[src/rtl/tiger_ks_ctrl.sv]
// Tiger key-schedule sequencer: presents PASSES key sets per 512-bit block to the round engine.
// Optional block counter output o_blk_cnt is enabled by defining TIGER_KS_CTRL_STAT_EN.
module tiger_key_sch (
  input  logic         clk,
  input  logic         en,
  input  logic [511:0] key_in,
  output logic [511:0] key_out
);

  function automatic logic [511:0] key_sched(input logic [511:0] k);
    logic [63:0] x [8];
    for (int i = 0; i < 8; i++) x[i] = k[511-64*i -: 64];
    x[0] = x[0] - (x[7] ^ 64'hA5A5_A5A5_A5A5_A5A5);
    x[1] = x[1] ^ x[0];
    x[2] = x[2] + x[1];
    x[3] = x[3] - (x[2] ^ ((~x[1]) << 19));
    x[4] = x[4] ^ x[3];
    x[5] = x[5] + x[4];
    x[6] = x[6] - (x[5] ^ ((~x[4]) >> 23));
    x[7] = x[7] ^ x[6];
    x[0] = x[0] + x[7];
    x[1] = x[1] - (x[0] ^ ((~x[7]) << 19));
    x[2] = x[2] ^ x[1];
    x[3] = x[3] + x[2];
    x[4] = x[4] - (x[3] ^ ((~x[2]) >> 23));
    x[5] = x[5] ^ x[4];
    x[6] = x[6] + x[5];
    x[7] = x[7] - (x[6] ^ 64'h0123_4567_89AB_CDEF);
    return {x[0], x[1], x[2], x[3], x[4], x[5], x[6], x[7]};
  endfunction

  // Single register stage; data only, no reset needed since it is sampled after a load.
  always_ff @(posedge clk) begin
    if (en) key_out <= key_sched(key_in);
  end

endmodule

module tiger_ks_ctrl #(
  parameter int PASSES = 3,
  parameter int PASS_W = 3
) (
  input  logic              i_clk,
  input  logic              i_rst,
  input  logic              i_blk_vld,
  output logic              o_blk_rdy,
  input  logic [511:0]      i_blk,
  output logic              o_key_vld,
  input  logic              i_key_rdy,
  output logic [511:0]      o_key,
  output logic [PASS_W-1:0] o_pass,
  input  logic              i_abort,
  output logic              o_done
`ifdef TIGER_KS_CTRL_STAT_EN
  ,
  output logic [31:0]       o_blk_cnt
`endif
);

  typedef enum logic [1:0] {IDLE, PRESENT, SCHED, CAPT} state_t;

  state_t              state;
  logic [511:0]        key;
  logic [PASS_W-1:0]   pass;
  logic [511:0]        sch_out;
  logic                last;

  assign o_key  = key;
  assign o_pass = pass;
  assign last   = (pass == PASS_W'(PASSES - 1));

  tiger_key_sch u_sch (
    .clk     (i_clk),
    .en      (state == SCHED),
    .key_in  (key),
    .key_out (sch_out)
  );

  always_ff @(posedge i_clk or posedge i_rst) begin
    if (i_rst) begin
      state     <= IDLE;
      key       <= '0;
      pass      <= '0;
      o_key_vld <= 1'b0;
      o_done    <= 1'b0;
      o_blk_rdy <= 1'b1;
`ifdef TIGER_KS_CTRL_STAT_EN
      o_blk_cnt <= '0;
`endif
    end else begin
      o_done <= 1'b0;
      // Abort wins over any handshake; an idle controller ignores it.
      if (i_abort && state != IDLE) begin
        state     <= IDLE;
        pass      <= '0;
        o_key_vld <= 1'b0;
        o_blk_rdy <= 1'b1;
      end else begin
        case (state)
          IDLE: begin
            if (i_blk_vld && o_blk_rdy) begin
              key       <= i_blk;
              pass      <= '0;
              state     <= PRESENT;
              o_key_vld <= 1'b1;
              o_blk_rdy <= 1'b0;
            end
          end
          PRESENT: begin
            if (i_key_rdy) begin
              o_key_vld <= 1'b0;
              if (last) begin
                state     <= IDLE;
                o_done    <= 1'b1;
                o_blk_rdy <= 1'b1;
`ifdef TIGER_KS_CTRL_STAT_EN
                o_blk_cnt <= o_blk_cnt + 32'd1;
`endif
              end else begin
                state <= SCHED;
              end
            end
          end
          SCHED: state <= CAPT;
          CAPT: begin
            key       <= sch_out;
            pass      <= pass + PASS_W'(1);
            state     <= PRESENT;
            o_key_vld <= 1'b1;
          end
          default: state <= IDLE;
        endcase
      end
    end
  end

endmodule

[config.mk]
export PLATFORM = sky130hd
export DESIGN_NAME = tiger_ks_ctrl
export DESIGN_NICKNAME = d
export VERILOG_FILES = /design/src/rtl/tiger_ks_ctrl.sv
export SDC_FILE = /design/constraint.sdc
export NUM_CORES = 2
export LEC_CHECK = 0
export ABC_AREA = 0
export CORE_AREA = 2 2 405 407
export DETAILED_ROUTE_END_ITERATION = 10
export DIE_AREA = 0 0 407 409
export PLACE_DENSITY = 0.7
export SLEW_MARGIN = 10
export SYNTH_ARGS = -nofsm -noshare
export SYNTH_HDL_FRONTEND = slang
export SYNTH_SLANG_ARGS = --single-unit
export TNS_END_PERCENT = 100
[constraint.sdc]
create_clock -name i_clk -period 43.2 [get_ports i_clk]
set_clock_uncertainty 0.05 [all_clocks]
set_input_delay 12.96 -clock i_clk [delete_from_list [all_inputs] [get_ports i_clk]]
set_output_delay 12.96 -clock i_clk [all_outputs]
set_load 0.01 [all_outputs]
Word level (Yosys, flattened, before mapping) --
Index checks and enable logic that the tools add are counted.
Storage, ports and cells: register bits 1032, logic and storage cells 79, output and inout port bits 518
Cells by class: reduce and logical (&&, ||, !) cells 13, bitwise gates (word level) 16, add/subtract/negate cells 12, mux-type cells 23, equality and inequality tests 8
Operators by type and width (number):
- $pmux 512 s2 | 1
- $mux 512 | 1
- $xor 64x64->64 | 7
- $sub 64x64->64 | 6
- $add 64x64->64 | 5
- $not 64->64 | 2
- $xor 64x41->64 | 2
- $not 45->45 | 2
- $not 32->32 | 2
- $mux 1 | 11
- $ne 3x3->1 const B | 3
- $mux 2 | 4
- $pmux 2 s4 | 1
- $mux 3 | 2
- $pmux 3 s2 | 1
- $reduce_and 3->1 | 2
- $reduce_bool 3->1 | 2
- $eq 2x2->1 const B | 2
- $reduce_and 2->1 | 2
- $reduce_and 4->1 | 1
- $reduce_bool 2->1 | 2
- $reduce_bool 4->1 | 1
- $add 3x1->3 const B | 1
- $eq 3x2->1 const B | 1
- other kinds (7) | 8

Logic depth before layout (Yosys ltp) --
word-level depth 22, mapped depth 124, gate-level depth less buffers 124

Hierarchy --
From an unflattened synthesis, not the netlist that was laid out.
Unflattened totals: cell total of the unflattened synthesis 8251, area, all modules 78770.5 sq um
Modules (own cells, without submodules):
- tiger_key_sch | cells each 5972, area an instance 54728.7 sq um, instances 1
- tiger_ks_ctrl | cells each 2279, area an instance 24041.8 sq um, instances 1

Worst setup path after synthesis --
Ideal clock, no wire load.
path type reg-to-reg, start register key[1], in the netlist o_key[1], end register u_sch.key_out[63], data pin, arrival time 22.031 ns, buffers on the path 1, setup time 0.268 ns, path slack 20.852 ns, period minus slack after synthesis 22.348 ns, stages on the path, launching flop included 117, cell sequence dfrtp_1 > inv_1 > ha_1 > nor2b_1 > o31a_1 > o41ai_1 > o21ai_0 > a21oi_1 > nor2_1 > o21a_1 > o21a_1 > o21a_1 > o21a_1 > o21a_1 > nor2_1 > xor2_1 > ha_1 > o21ai_0 > (+81 left out) > o31ai_1 > nor2_1 > or2_2 > xor2_1 > ha_1 > a21o_1 > a21o_1 > a21o_1 > a21o_1 > a211oi_1 > o21a_1 > and3_1 > o31ai_1 > a311oi_1 > o21ai_1 > a21oi_1 > xor2_1 > xnor3_1
Between the ends: longest elaborated chain between the ends 21
RTL lines:
- start: declaration | line 63 | logic [511:0] key;
- start signal: assignment | line 102 | key <= i_blk;
- start signal: assignment | line 126 | key <= sch_out;
- $sub 64x64->64 | line 13 | x[0] = x[0] - (x[7] ^ 64'hA5A5_A5A5_A5A5_A5A5);
- $xor 64x64->64 | line 14 | x[1] = x[1] ^ x[0];
- $add 64x64->64 / $not 45->45 (equally long branches) | line 15, 16
- $xor 64x64->64 | line 16 | x[3] = x[3] - (x[2] ^ ((~x[1]) << 19));
- $sub 64x64->64 | line 16
- $xor 64x64->64 | line 17 | x[4] = x[4] ^ x[3];
- $add 64x64->64 / $not 64->64 (equally long branches) | line 18, 19
- $xor 64x41->64 | line 19 | x[6] = x[6] - (x[5] ^ ((~x[4]) >> 23));
- (+5 left out)
- $xor 64x64->64 | line 23 | x[2] = x[2] ^ x[1];
- $add 64x64->64 / $not 64->64 (equally long branches) | line 24, 25
- $xor 64x41->64 | line 25 | x[4] = x[4] - (x[3] ^ ((~x[2]) >> 23));
- $sub 64x64->64 | line 25
- $xor 64x64->64 | line 26 | x[5] = x[5] ^ x[4];
- $add 64x64->64 | line 27 | x[6] = x[6] + x[5];
- $not 32->32 (no source line)
- $sub 64x64->64 * | line 28 | x[7] = x[7] - (x[6] ^ 64'h0123_4567_89AB_CDEF);
- end signal: assignment | line 34 | if (en) key_out <= key_sched(key_in);
- end: declaration | line 7 | output logic [511:0] key_out
Every way passes the cells marked *; elsewhere a longest branch is shown, timed or not. A chain may end at the register's enable or synchronous reset.

Worst setup path in the final report --
start register key[4], in the netlist o_key[4], end register u_sch.key_out[63], data pin
Same word-level chain as after synthesis.

==> results.cfg <==
[status]
status = finished, final reports clean

[yosys]
syn-mean-instance-area_um2 = 9.557
synth_top_area_share = 0.1953
async_flop_share = 0.5039
synth.yosys.seq_area_share = 0.3605
yosys-top-cells-area = edfxtp_1 (20%), dfrtp_1 (16%), ha_1 (11%)
netlist_area_mm2 = 0.07874
syn-num-nets = 9477
synth_edf_count = 512
yosys_warnings = 0
ys.flop_type = dfrtp_1
yosys.area.top_type = edfxtp_1
synth.distinct_cells = 110
ys_ff_latch = 1032
synth_cells = 8239

[job]
maxCapViolations = 0

[floorplan]
fp-row-count = 148
coreArea_mm2 = 0.1620
die_h_um = 409
die_x_um = 407
start_util = 0.4860
ios = 1035
die_area_mm2 = 0.1665

[min_path]
hold_class = flop to flop

[worst_setup_path]
cp-end-kind = flop
rr_worst_depth = 106
slowest_stage = nor3_1
critPathArrivalTime_ps = 31600
worstSetupEndpoint = u_sch.key_out[63]
cp_max_fo = 7
cp-startpoint = o_key[4]
path_class = flop to flop
reg2reg_to = u_sch.key_out[63]
regToRegSetupSlack_ps = 12060
cpPeakStageDelay_ps = 1050
cp_num_buf_inv = 1
cp.required_ps = 43660
path_depth = 106
reg2reg_from = o_key[4]
worstSetupStartpointType = flop
cpLargestDelayFamily = compound AO/OA/AOI/OAI gates
crit_top_cell = a21o_1

[clock_network]
clockRootBuffer = clkbuf_16
post-cts-setup-buffer-count = 0
clock_path_buffers = 3
clk_transition_reported_paths_ps = 60
cts_made_buffers = 115
cts_resized = 0
clk_latency_ps = 790
cts.sinks = 1032
hold_buffers = 0
cts_max_level = 3
cts_tree = built

[sta]
finalCritPeriodShare = 0.7209
finalCriticalPeriod_ps = 31140
hold_viol_final = 0
slew_headroom = 0.1208
rsz0062_at_grt = no
finalSetupViolations = 0
finalSetupTns_ps = 0
worstMarginPinSlew_ps = 1309
hold_slack_ps = 486.3
timing.final.max_slew_violations = 0
max_freq_ghz = 0.03211

[layout]
drive_gt1_frac = 0.04018
finalNetCount = 10500
final_common_cell = a21oi_1
fin_area_mm2 = 0.09575
nFillCells = 14060
final_cell_mix = a21oi_1 (1150), clkdlybuf4s50_1 (1034), nor2_1 (833)
syn2layout_area_growth_pct = 21.60
fin_util = 0.5909

[placement]
globalplace.congestion = 1.081
dpl-instance-area_mm2 = 0.09173
port_buffers = 1034
hpwl_mm = 303.6

[detailed_routing]
dr.first_iter.drc_count = 8149
wire_per_inst_um = 31.62
postRouteAntennaNets = 0
via_per_inst = 6.194
drc = 0
first_pass_iters = 9
drt-total-wl_mm = 364.9
dr_total_vias = 71490

[global_route]
track_usage = 0.4236
grt_pass1_wl_mm = 498.0
globalRoute.totalOverflow = 0
antenna_found_initial = 20
grt_pass1_vias = 67610
grt_max_degree = 196
## worst min-delay path, delay by kind of cell (launching register included)
family	cells	cell delay, ps
DFF	1	400
AOI/OAI and AO/OA	2	140
## flip-flops by register name, summed over array words and instances, names as in the netlist
register / flops
o_key_vld: 1
o_pass: 3
o_key: 512
state: 2
u_sch.key_out: 512
o_blk_rdy: 1
o_done: 1
## routing by layer
| layer | GRT usage | vias up | part of all wire | wire length, um |
|---|---|---|---|---|
| met1 | 0.4953 | 34300 | 0.36 | 132000 |
| met4 | 0.3614 | 14 | 0.10 | 37440 |
| li1 | - | 32050 | - | - |
| met5 | 0 | - | 0.00025 | 92 |
| met2 | 0.6671 | 4017 | 0.45 | 163200 |
| met3 | 0.08184 | 1105 | 0.088 | 32200 |
## cells in the mapped netlist (all sizes together), types with 69 or more instances
| master | number |
|---|---|
| a21o | 390 |
| a21oi | 1154 |
| clkbuf | 204 |
| dfrtp | 519 |
| edfxtp | 512 |
| ha | 710 |
| inv | 319 |
| mux2i | 518 |
| nand2 | 282 |
| nand2b | 124 |
| nand3 | 122 |
| nand4 | 69 |
| nor2 | 834 |
| nor2b | 74 |
| o21a | 108 |
| o21ai | 352 |
| o21bai | 121 |
| xnor2 | 543 |
| xor2 | 602 |
## final cells by class
type,instances,area [um2],area share
Sequential cell,1032,28390,0.2965
Clock inverter,74,894.6,0.009343
Timing Repair Buffer,1116,11000,0.1149
Multi-Input combinational cell,6674,48420,0.5057
Antenna cell,8,20.02,0.0002091
Tap cell,2175,2721,0.02842
Inverter,319,1205,0.01258
Clock buffer,144,3099,0.03237
## per-stage QoR
step,worst slack [ps],std cells
after global routing,11370,11530
after detailed placement,13300,11320
after floorplan,15670,8239
after global placement,13130,11320
final,12060,11540
after CTS,13190,11530
## logic make-up (layout without fill, tap and decap cells)
logic type,Yosys count,after routing,synth area share
and+or+nand+nor,1760,1760,0.1030
other,0,8,0
DFF,1032,1032,0.3605
xor gates and xnor gates,1149,1149,0.1296
buffers and inverters,533,1653,0.02549
AOI/OAI and AO/OA,2521,2521,0.1990
muxes,519,519,0.06615
adders and majority gates,725,725,0.1162
## worst min path at each step
stage | startpoint | endpoint | slack, ps | cells after the start
detailed placement | o_blk_rdy | o_blk_rdy | 470 | 2
global placement | o_key_vld | o_key_vld | 460 | 2
global route | u_sch.key_out[39] | o_key[39] | 530 | 2
CTS | o_blk_rdy | o_blk_rdy | 490 | 2
floorplan | o_blk_rdy | o_blk_rdy | 470 | 2
finish | o_blk_rdy | o_blk_rdy | 490 | 2
Power is left out: the tool's default activity adds up to more than one toggle a clock period on the data nets, which glitch-free logic cannot reach.
